### config.mk
export PLATFORM = sky130hd
export DESIGN_NAME = midi_uart_rx
export DESIGN_NICKNAME = d
export VERILOG_FILES = /design/src/rtl/midi_uart_rx.sv
export SDC_FILE = /design/constraint.sdc
export NUM_CORES = 1
export LEC_CHECK = 0
export CELL_PAD_IN_SITES_DETAIL_PLACEMENT = 2
export CELL_PAD_IN_SITES_GLOBAL_PLACEMENT = 2
export CORE_ASPECT_RATIO = 1.4
export CORE_MARGIN = 2
export CORE_UTILIZATION = 37
export CTS_CLUSTER_DIAMETER = 60
export DETAILED_ROUTE_END_ITERATION = 10
export GPL_ROUTABILITY_DRIVEN = 0
export GPL_TIMING_DRIVEN = 0
export PLACE_DENSITY_LB_ADDON = 0.1
export SYNTH_ARGS = -nofsm -noshare
export SYNTH_HDL_FRONTEND = slang
export SYNTH_SLANG_ARGS = --single-unit
export TNS_END_PERCENT = 10
### constraint.sdc
create_clock -name clk -period 3.5 [get_ports clk]
set_clock_uncertainty 0.2 [all_clocks]
set_input_delay 0.525 -clock clk [delete_from_list [all_inputs] [get_ports clk]]
set_output_delay 0.525 -clock clk [all_outputs]
set_load 0.02 [all_outputs]
### src/rtl/midi_uart_rx.sv
// midi_uart_rx: 8N1 UART receiver for the MIDI input path, LSB first.
// Contains a free-running clock-enable divider (strobes at clk/2 .. clk/64).
// One of those strobes is the oversample tick. A 2-flop synchronizer feeds
// a four-state receive FSM. The last good byte is held with a data-ready
// level until the next start bit is detected.
module midi_uart_rx #(
  parameter int TICK_SEL   = 3,  // tick = clk_en[TICK_SEL-1], legal 1..6
  parameter int OVERSAMPLE = 8   // ticks per bit, even and >= 4
) (
  input  logic       clk,
  input  logic       reset,
  input  logic       uart_in,
  output logic [5:0] clk_en,
  output logic [7:0] uart_data,
  output logic       uart_data_rdy,
  output logic       uart_frame_err
);

  localparam int SCNT_W = $clog2(OVERSAMPLE);
  localparam logic [SCNT_W-1:0] SCNT_HALF = SCNT_W'(OVERSAMPLE / 2);
  localparam logic [SCNT_W-1:0] SCNT_LAST = SCNT_W'(OVERSAMPLE - 1);
  localparam logic [SCNT_W-1:0] SCNT_ONE  = SCNT_W'(1);

  typedef enum logic [1:0] {
    IDLE,
    START,
    DATA,
    STOP
  } state_t;

  // Divider
  logic [5:0] cnt_q, cnt_d;
  logic [5:0] clk_en_q, clk_en_d;

  // Input synchronizer
  logic rx_meta_q, rx_meta_d;
  logic rx_s_q, rx_s_d;

  // Receiver
  state_t            state_q, state_d;
  logic              armed_q, armed_d;  // line seen high in IDLE since last frame/reset
  logic [SCNT_W-1:0] scnt_q, scnt_d;
  logic [2:0]        bidx_q, bidx_d;
  logic [7:0]        sh_q, sh_d;
  logic [7:0]        data_q, data_d;
  logic              rdy_q, rdy_d;
  logic              ferr_q, ferr_d;

  logic tick;

  assign tick = clk_en_q[TICK_SEL-1];

  // Divider next-state: strobe i fires the clk after cnt[i:0] is all ones.
  always_comb begin
    cnt_d       = cnt_q + 6'd1;
    clk_en_d[0] = cnt_q[0];
    clk_en_d[1] = &cnt_q[1:0];
    clk_en_d[2] = &cnt_q[2:0];
    clk_en_d[3] = &cnt_q[3:0];
    clk_en_d[4] = &cnt_q[4:0];
    clk_en_d[5] = &cnt_q[5:0];
  end

  // Synchronizer next-state: two stages, decisions use rx_s_q only.
  always_comb begin
    rx_meta_d = uart_in;
    rx_s_d    = rx_meta_q;
  end

  // State register for divider, synchronizer and receiver.
  always_ff @(posedge clk) begin
    // NOTE: non-blocking assignments here so every flop samples the
    // pre-edge value of every other flop; blocking would create order-dependent
    // shortcuts through the synchronizer and divider.
    if (reset) begin
      // NOTE: sync reset clears every flop, including the shift register,
      // so no partial byte can ever survive into uart_data after an abort.
      cnt_q     <= '0;
      clk_en_q  <= '0;
      rx_meta_q <= 1'b1;
      rx_s_q    <= 1'b1;
      state_q   <= IDLE;
      armed_q   <= 1'b0;
      scnt_q    <= '0;
      bidx_q    <= '0;
      sh_q      <= '0;
      data_q    <= '0;
      rdy_q     <= 1'b0;
      ferr_q    <= 1'b0;
    end else begin
      cnt_q     <= cnt_d;
      clk_en_q  <= clk_en_d;
      rx_meta_q <= rx_meta_d;
      rx_s_q    <= rx_s_d;
      state_q   <= state_d;
      armed_q   <= armed_d;
      scnt_q    <= scnt_d;
      bidx_q    <= bidx_d;
      sh_q      <= sh_d;
      data_q    <= data_d;
      rdy_q     <= rdy_d;
      ferr_q    <= ferr_d;
    end
  end

  // Receiver next-state and datapath; everything advances only on tick.
  always_comb begin
    // NOTE: every _d defaults to its _q so no path leaves a variable
    // unassigned, which would otherwise infer a latch.
    state_d = state_q;
    armed_d = armed_q;
    scnt_d  = scnt_q;
    bidx_d  = bidx_q;
    sh_d    = sh_q;
    data_d  = data_q;
    rdy_d   = rdy_q;
    ferr_d  = ferr_q;
    if (tick) begin
      unique case (state_q)
        IDLE: begin
          if (!armed_q) begin
            // Break or post-reset: wait for the line to return high.
            if (rx_s_q) armed_d = 1'b1;
          end else if (!rx_s_q) begin
            state_d = START;
            scnt_d  = '0;
            rdy_d   = 1'b0;
          end
        end
        START: begin
          if (scnt_q == SCNT_HALF) begin
            if (rx_s_q) begin
              state_d = IDLE;  // glitch, not a real start bit
            end else begin
              state_d = DATA;
              scnt_d  = '0;
              bidx_d  = '0;
            end
          end else begin
            scnt_d = scnt_q + SCNT_ONE;
          end
        end
        DATA: begin
          if (scnt_q == SCNT_LAST) begin
            sh_d[bidx_q] = rx_s_q;
            scnt_d       = '0;
            if (bidx_q == 3'd7) state_d = STOP;
            else                bidx_d  = bidx_q + 3'd1;
          end else begin
            scnt_d = scnt_q + SCNT_ONE;
          end
        end
        STOP: begin
          if (scnt_q == SCNT_LAST) begin
            if (rx_s_q) begin
              data_d = sh_q;
              rdy_d  = 1'b1;
              ferr_d = 1'b0;
            end else begin
              ferr_d = 1'b1;  // discard frame, keep previous byte
            end
            state_d = IDLE;
            armed_d = 1'b0;
            scnt_d  = '0;
          end else begin
            scnt_d = scnt_q + SCNT_ONE;
          end
        end
        default: state_d = IDLE;
      endcase
    end
  end

  // Outputs come straight from flops: glitch-free strobes and data.
  always_comb begin
    clk_en         = clk_en_q;
    uart_data      = data_q;
    uart_data_rdy  = rdy_q;
    uart_frame_err = ferr_q;
  end

endmodule

* Yosys cells after proc, flatten, opt, wreduce, memory -nomap -nowiden
Index checks and enable logic that the tools add are counted.
** Word-level totals
- Register bits :: 41
- Input bits :: 3
- Output and inout port bits :: 16
** Operators by class
- Reductions and logical operators :: 18
- Eq/ne operators :: 15
- Muxes and demuxes :: 31
- $add $sub $neg :: 3
- Order comparisons :: 2
** Operator list (number)
- 3-bit 2-to-1 mux :: 8
- 2-bit inequality test (second input constant) :: 9
- 6-bit AND reduction :: 3
- 2-bit 2-to-1 mux :: 7
- 3-bit AND reduction :: 4
- 3-bit == test (second input constant) :: 3
- 1-bit 2-to-1 mux :: 9
- 3-bit one-hot mux with 3 select lines :: 1
- 8-bit bitwise mux :: 1
- 2-bit one-hot mux with 4 select lines :: 1
- 4-bit AND reduction :: 2
- 7-bit AND reduction :: 1
- 3-bit by 1-bit adder with 3-bit output (second input constant) :: 2
- 6-bit by 1-bit adder with 6-bit output (second input constant) :: 1
- 3-bit one-hot mux with 2 select lines :: 1
- 5-bit AND reduction :: 1
- 2-bit == test (second input constant) :: 2
- 3-bit by 4-bit < comparator with 1-bit output (second input constant) :: 1
- 1-bit one-hot mux with 2 select lines :: 2
- 2-bit AND reduction :: 2
- 2-bit nonzero test :: 2
- 1-bit demux with 3-bit select :: 1
- 3-bit by 1-bit >= comparator with 1-bit output (second input constant) :: 1
- 2-bit by 1-bit == test with 1-bit output (second input constant) :: 1
- other kinds (3) :: 3

* Longest topological paths before layout
- Word-level depth :: 5
- Gate-level depth with buffers :: 7
- Gate-level depth less buffers :: 6

* Worst setup path after synthesis
OpenSTA, ideal clock, no wires.
- Path type :: reg2reg
- Start point :: register scnt_q[0]
- End point :: register bidx_q[1]
- Arrival :: 1.427 ns
- Stages on the path, launching flop included :: 8
- Path buffers :: 1
- Period minus slack after synthesis :: 1.760 ns
- Path slack :: 1.740 ns
- Cells stage by stage :: dfxtp_1 ha_1 ha_1 buf_4 and4bb_2 o221ai_2 or2_1 a21oi_1
** Between the ends
- Word-level cells in the longest chain between the ends :: 3
** Ends and longest elaborated chain
- start, declared :: line 42 : logic [SCNT_W-1:0] scnt_q, scnt_d;
- start signal, assigned :: line 97 : scnt_q <= scnt_d;
- 3-bit == test (on tied branches) :: line 144, 131
- 2-bit inequality test (no line)
- 6-bit AND reduction (no line) *
- end signal, assigned :: line 98 : bidx_q <= bidx_d;
- end, declared :: line 43 : logic [2:0] bidx_q, bidx_d;
Every way passes the cells marked *; elsewhere a longest branch is shown, timed or not.
A chain may end at the register's enable or synchronous reset.

* Worst setup path after layout
- Start point :: register clk_en_q[2], in the netlist clk_en[2]
- End point :: output clk_en[2]
** RTL lines
- start, declared :: line 33 : logic [5:0] clk_en_q, clk_en_d;
- start signal, assigned :: line 92 : clk_en_q <= clk_en_d;
- end, declared :: line 13 : output logic [5:0] clk_en,
No word-level cell between the ends.

==> results.py <==
metrics = {
    "global_route": {
        "antenna_found_initial": 0,
        "grt_max_degree": 14,
        "groute.usage.overall_pct": 18.3,
        "grt_pass1_wl_mm": 7.73,
        "grt_pass1_vias": 1643,
        "overflow": 0,
    },
    "sta": {
        "fin_ws_ns": 1.30,
        "finalMaxSlewViolations": 0,
        "timing.fmax_mhz": 455,
        "rsz0062_at_grt": "false",
        "hold_viol": 0,
        "finalCriticalPeriod_ns": 2.20,
        "worst_pin_slew_ns": 0.539,
        "finalCritPeriodShare_pct": 62.8,
        "slew_headroom_pct": 64.1,
        "setup_violations": 0,
        "fin_hold_ws_ns": 0.219,
        "timing.setup.tns_ns": 0,
    },
    "synthesis": {
        "avgSynthCellArea_um2": 8.92,
        "ys_warn_count": 0,
        "syn-num-nets": 215,
        "async_flop_share_pct": 0,
        "syn_inst": 203,
        "synth_edf_count": 0,
        "synth_ff_type": "dfxtp_1",
        "ys_types": 40,
        "seq_area_frac_synth_pct": 45.3,
        "synth_seq_cells": 41,
        "syn_area_um2": 1810,
    },
    "worst_setup_path": {
        "start_kind": "flop",
        "worst_path_largest_cell_delay_ns": 0.67,
        "worstPathArrival_ns": 1.47,
        "r2r-start": "scnt_q[0]$_SDFFE_PP0P_",
        "path_buf_inv": 1,
        "slowest_stage": "clkdlybuf4s50_1",
        "end_kind": "output pin",
        "crit_type": "flop to output pin",
        "crit_path_cell_trace": "clkdlybuf4s50_1",
        "crit_start": "clk_en[2]$_SDFF_PP0_",
        "cp_top_family": "buffers and inverters",
        "crit_fanout": 7,
        "cp.required_ns": 2.77,
    },
    "die": {
        "initial_core_util_pct": 38.0,
        "io_pins": 19,
        "num_rows": 30,
        "fp.dieArea_um2": 5480,
        "die_y_um": 86.8,
        "core_um2": 4770,
        "fp.dieW_um": 63.1,
    },
    "routing": {
        "avgRoutedWirePerCell_um": 16.3,
        "via_count": 1520,
        "dr.pass1.iters": 4,
        "drc": 0,
        "wl_mm": 4.77,
        "drt_iter0_drc": 44,
        "vias_per_cell": 5.19,
        "postRouteAntennaNets": 0,
    },
    "placement": {
        "place_area_um2": 2070,
        "io_buffers": 18,
        "hpwl_mm": 3.71,
        "place_ws_ns": 1.02,
    },
    "clock_network": {
        "hold_buffers": 0,
        "clk_latency_ns": 0.30,
        "cts_setup_buffers": 0,
        "clock_sinks": 41,
        "cts_tree": "built",
        "clkTransAtPathRegs_ns": 0.08,
        "post_cts_resized": 0,
        "ctsLongestPathBuffers": 2,
        "cts-htree-levels": 2,
        "cts_root_buf": "clkbuf_8",
        "cts_made_buffers": 5,
    },
    "power_and_ir_drop": {
        "combPwrFrac_pct": 3.0,
        "p_clk_share_pct": 44.3,
        "ir_drop_mv": 0.296,
        "seqPwrFrac_pct": 52.7,
        "p_int_mw": 0.713,
        "cellLeakagePower_nw": 0.835,
        "p_per_area_nw_per_um2": 411,
        "power.net_switching_mw": 0.188,
        "p_sw_share_pct": 20.9,
    },
    "min_path": {
        "hp-class": "flop to flop",
        "hp-start": "rx_meta_q$_SDFF_PP1_",
    },
    "layout": {
        "final_core_util_pct": 46.0,
        "area_growth_pct": 21.0,
        "final_cell_mix": "41 x dfxtp_1, 26 x nand2_1, 18 x clkdlybuf4s50_1",
        "nets": 240,
        "design_area_um2": 2190,
        "layout-drive-gt1-share_pct": 9.61,
        "fillers": 552,
        "final_common_cell": "dfxtp_1",
        "antenna_cells": 0,
    },
    "outcome": {
        "status": "complete, no violations",
    },
    "run": {
        "maxCapViolations": 0,
    },
}
-- power groups by stage --
stage               logic [mW]  registers (mW)  clock network, mW
global placement        0.0263           0.486                  0
detailed placement      0.0274           0.486                  0
global route            0.0298           0.476              0.424
finish                  0.0267           0.475              0.400
floorplan               0.0146           0.486                  0
CTS                     0.0276           0.475              0.408
-- per-layer routing --
layer / global-route usage, % / vias up / routed length [um]
met4: 5.45 / 0 / 57
met5: 0 / - / 0
met3: 3.51 / 6 / 89
met2: 38.1 / 14 / 2780
li1: - / 750 / -
met1: 17.8 / 750 / 1840
-- stage by stage --
stage                     std cells  power (mW)
after floorplan                 203       0.501
after global placement          285       0.512
after detailed placement        285       0.514
after CTS                       293       0.911
after global routing            293       0.929
final                           293       0.901
-- synthesized netlist by cell type (all sizes together), types with 3 or more instances --
cell type  number  area (um2)
nor2           17        63.8
clkbuf          7        26.3
or2             4        25.0
nor2b           9        56.3
nand2          26        97.6
and3            3        18.8
ha              9         113
nand3          14        70.1
inv             6        22.5
buf             8        48.8
a21oi          14        70.1
mux2i           8        80.1
nor3            3        15.0
nand2b          4        25.0
a31oi           3        18.8
dfxtp          41         821
-- sequential cells by signal (all words and copies together), names as in the netlist, 3 cells and up, named ones only --
name and flops:
sh_q 8, uart_data 8, clk_en 6, cnt_q 6
bidx_q 3, scnt_q 3
-- path summary, 6_finish.rpt --
path,to,slack (ns),cells past startpoint
worst max-delay path,clk_en[2],1.30,1
worst min-delay path,rx_s_q$_SDFF_PP1_,0.22,1
worst max register to register,sh_q[0]$_SDFFE_PP0P_,1.45,6
worst min register to register,rx_s_q$_SDFF_PP1_,0.22,1
-- kinds of logic after synthesis --
| kind of cell | count (synthesis) | synth area share (%) |
|---|---|---|
| fa+ha+maj | 9 | 6.22 |
| simple gates | 92 | 26.8 |
| buf+inv | 21 | 5.39 |
| xor+xnor | 2 | 0.968 |
| mux | 8 | 4.42 |
| flops | 41 | 45.3 |
| compound gates | 30 | 10.9 |
-- final cells by class --
class | instances | area (um2) | share of cell area [%]
clock inverter | 2 | 37.5 | 1.71
clock buffer | 6 | 82.6 | 3.77
timing repair buffer | 18 | 180 | 8.22
inverter | 6 | 22.5 | 1.03
sequential | 41 | 821 | 37.5
buffer | 15 | 75.1 | 3.43
tap | 64 | 80.1 | 3.66
multi-input combinational | 141 | 892 | 40.7
No activity file was read; power rests on OpenSTA's default activity.
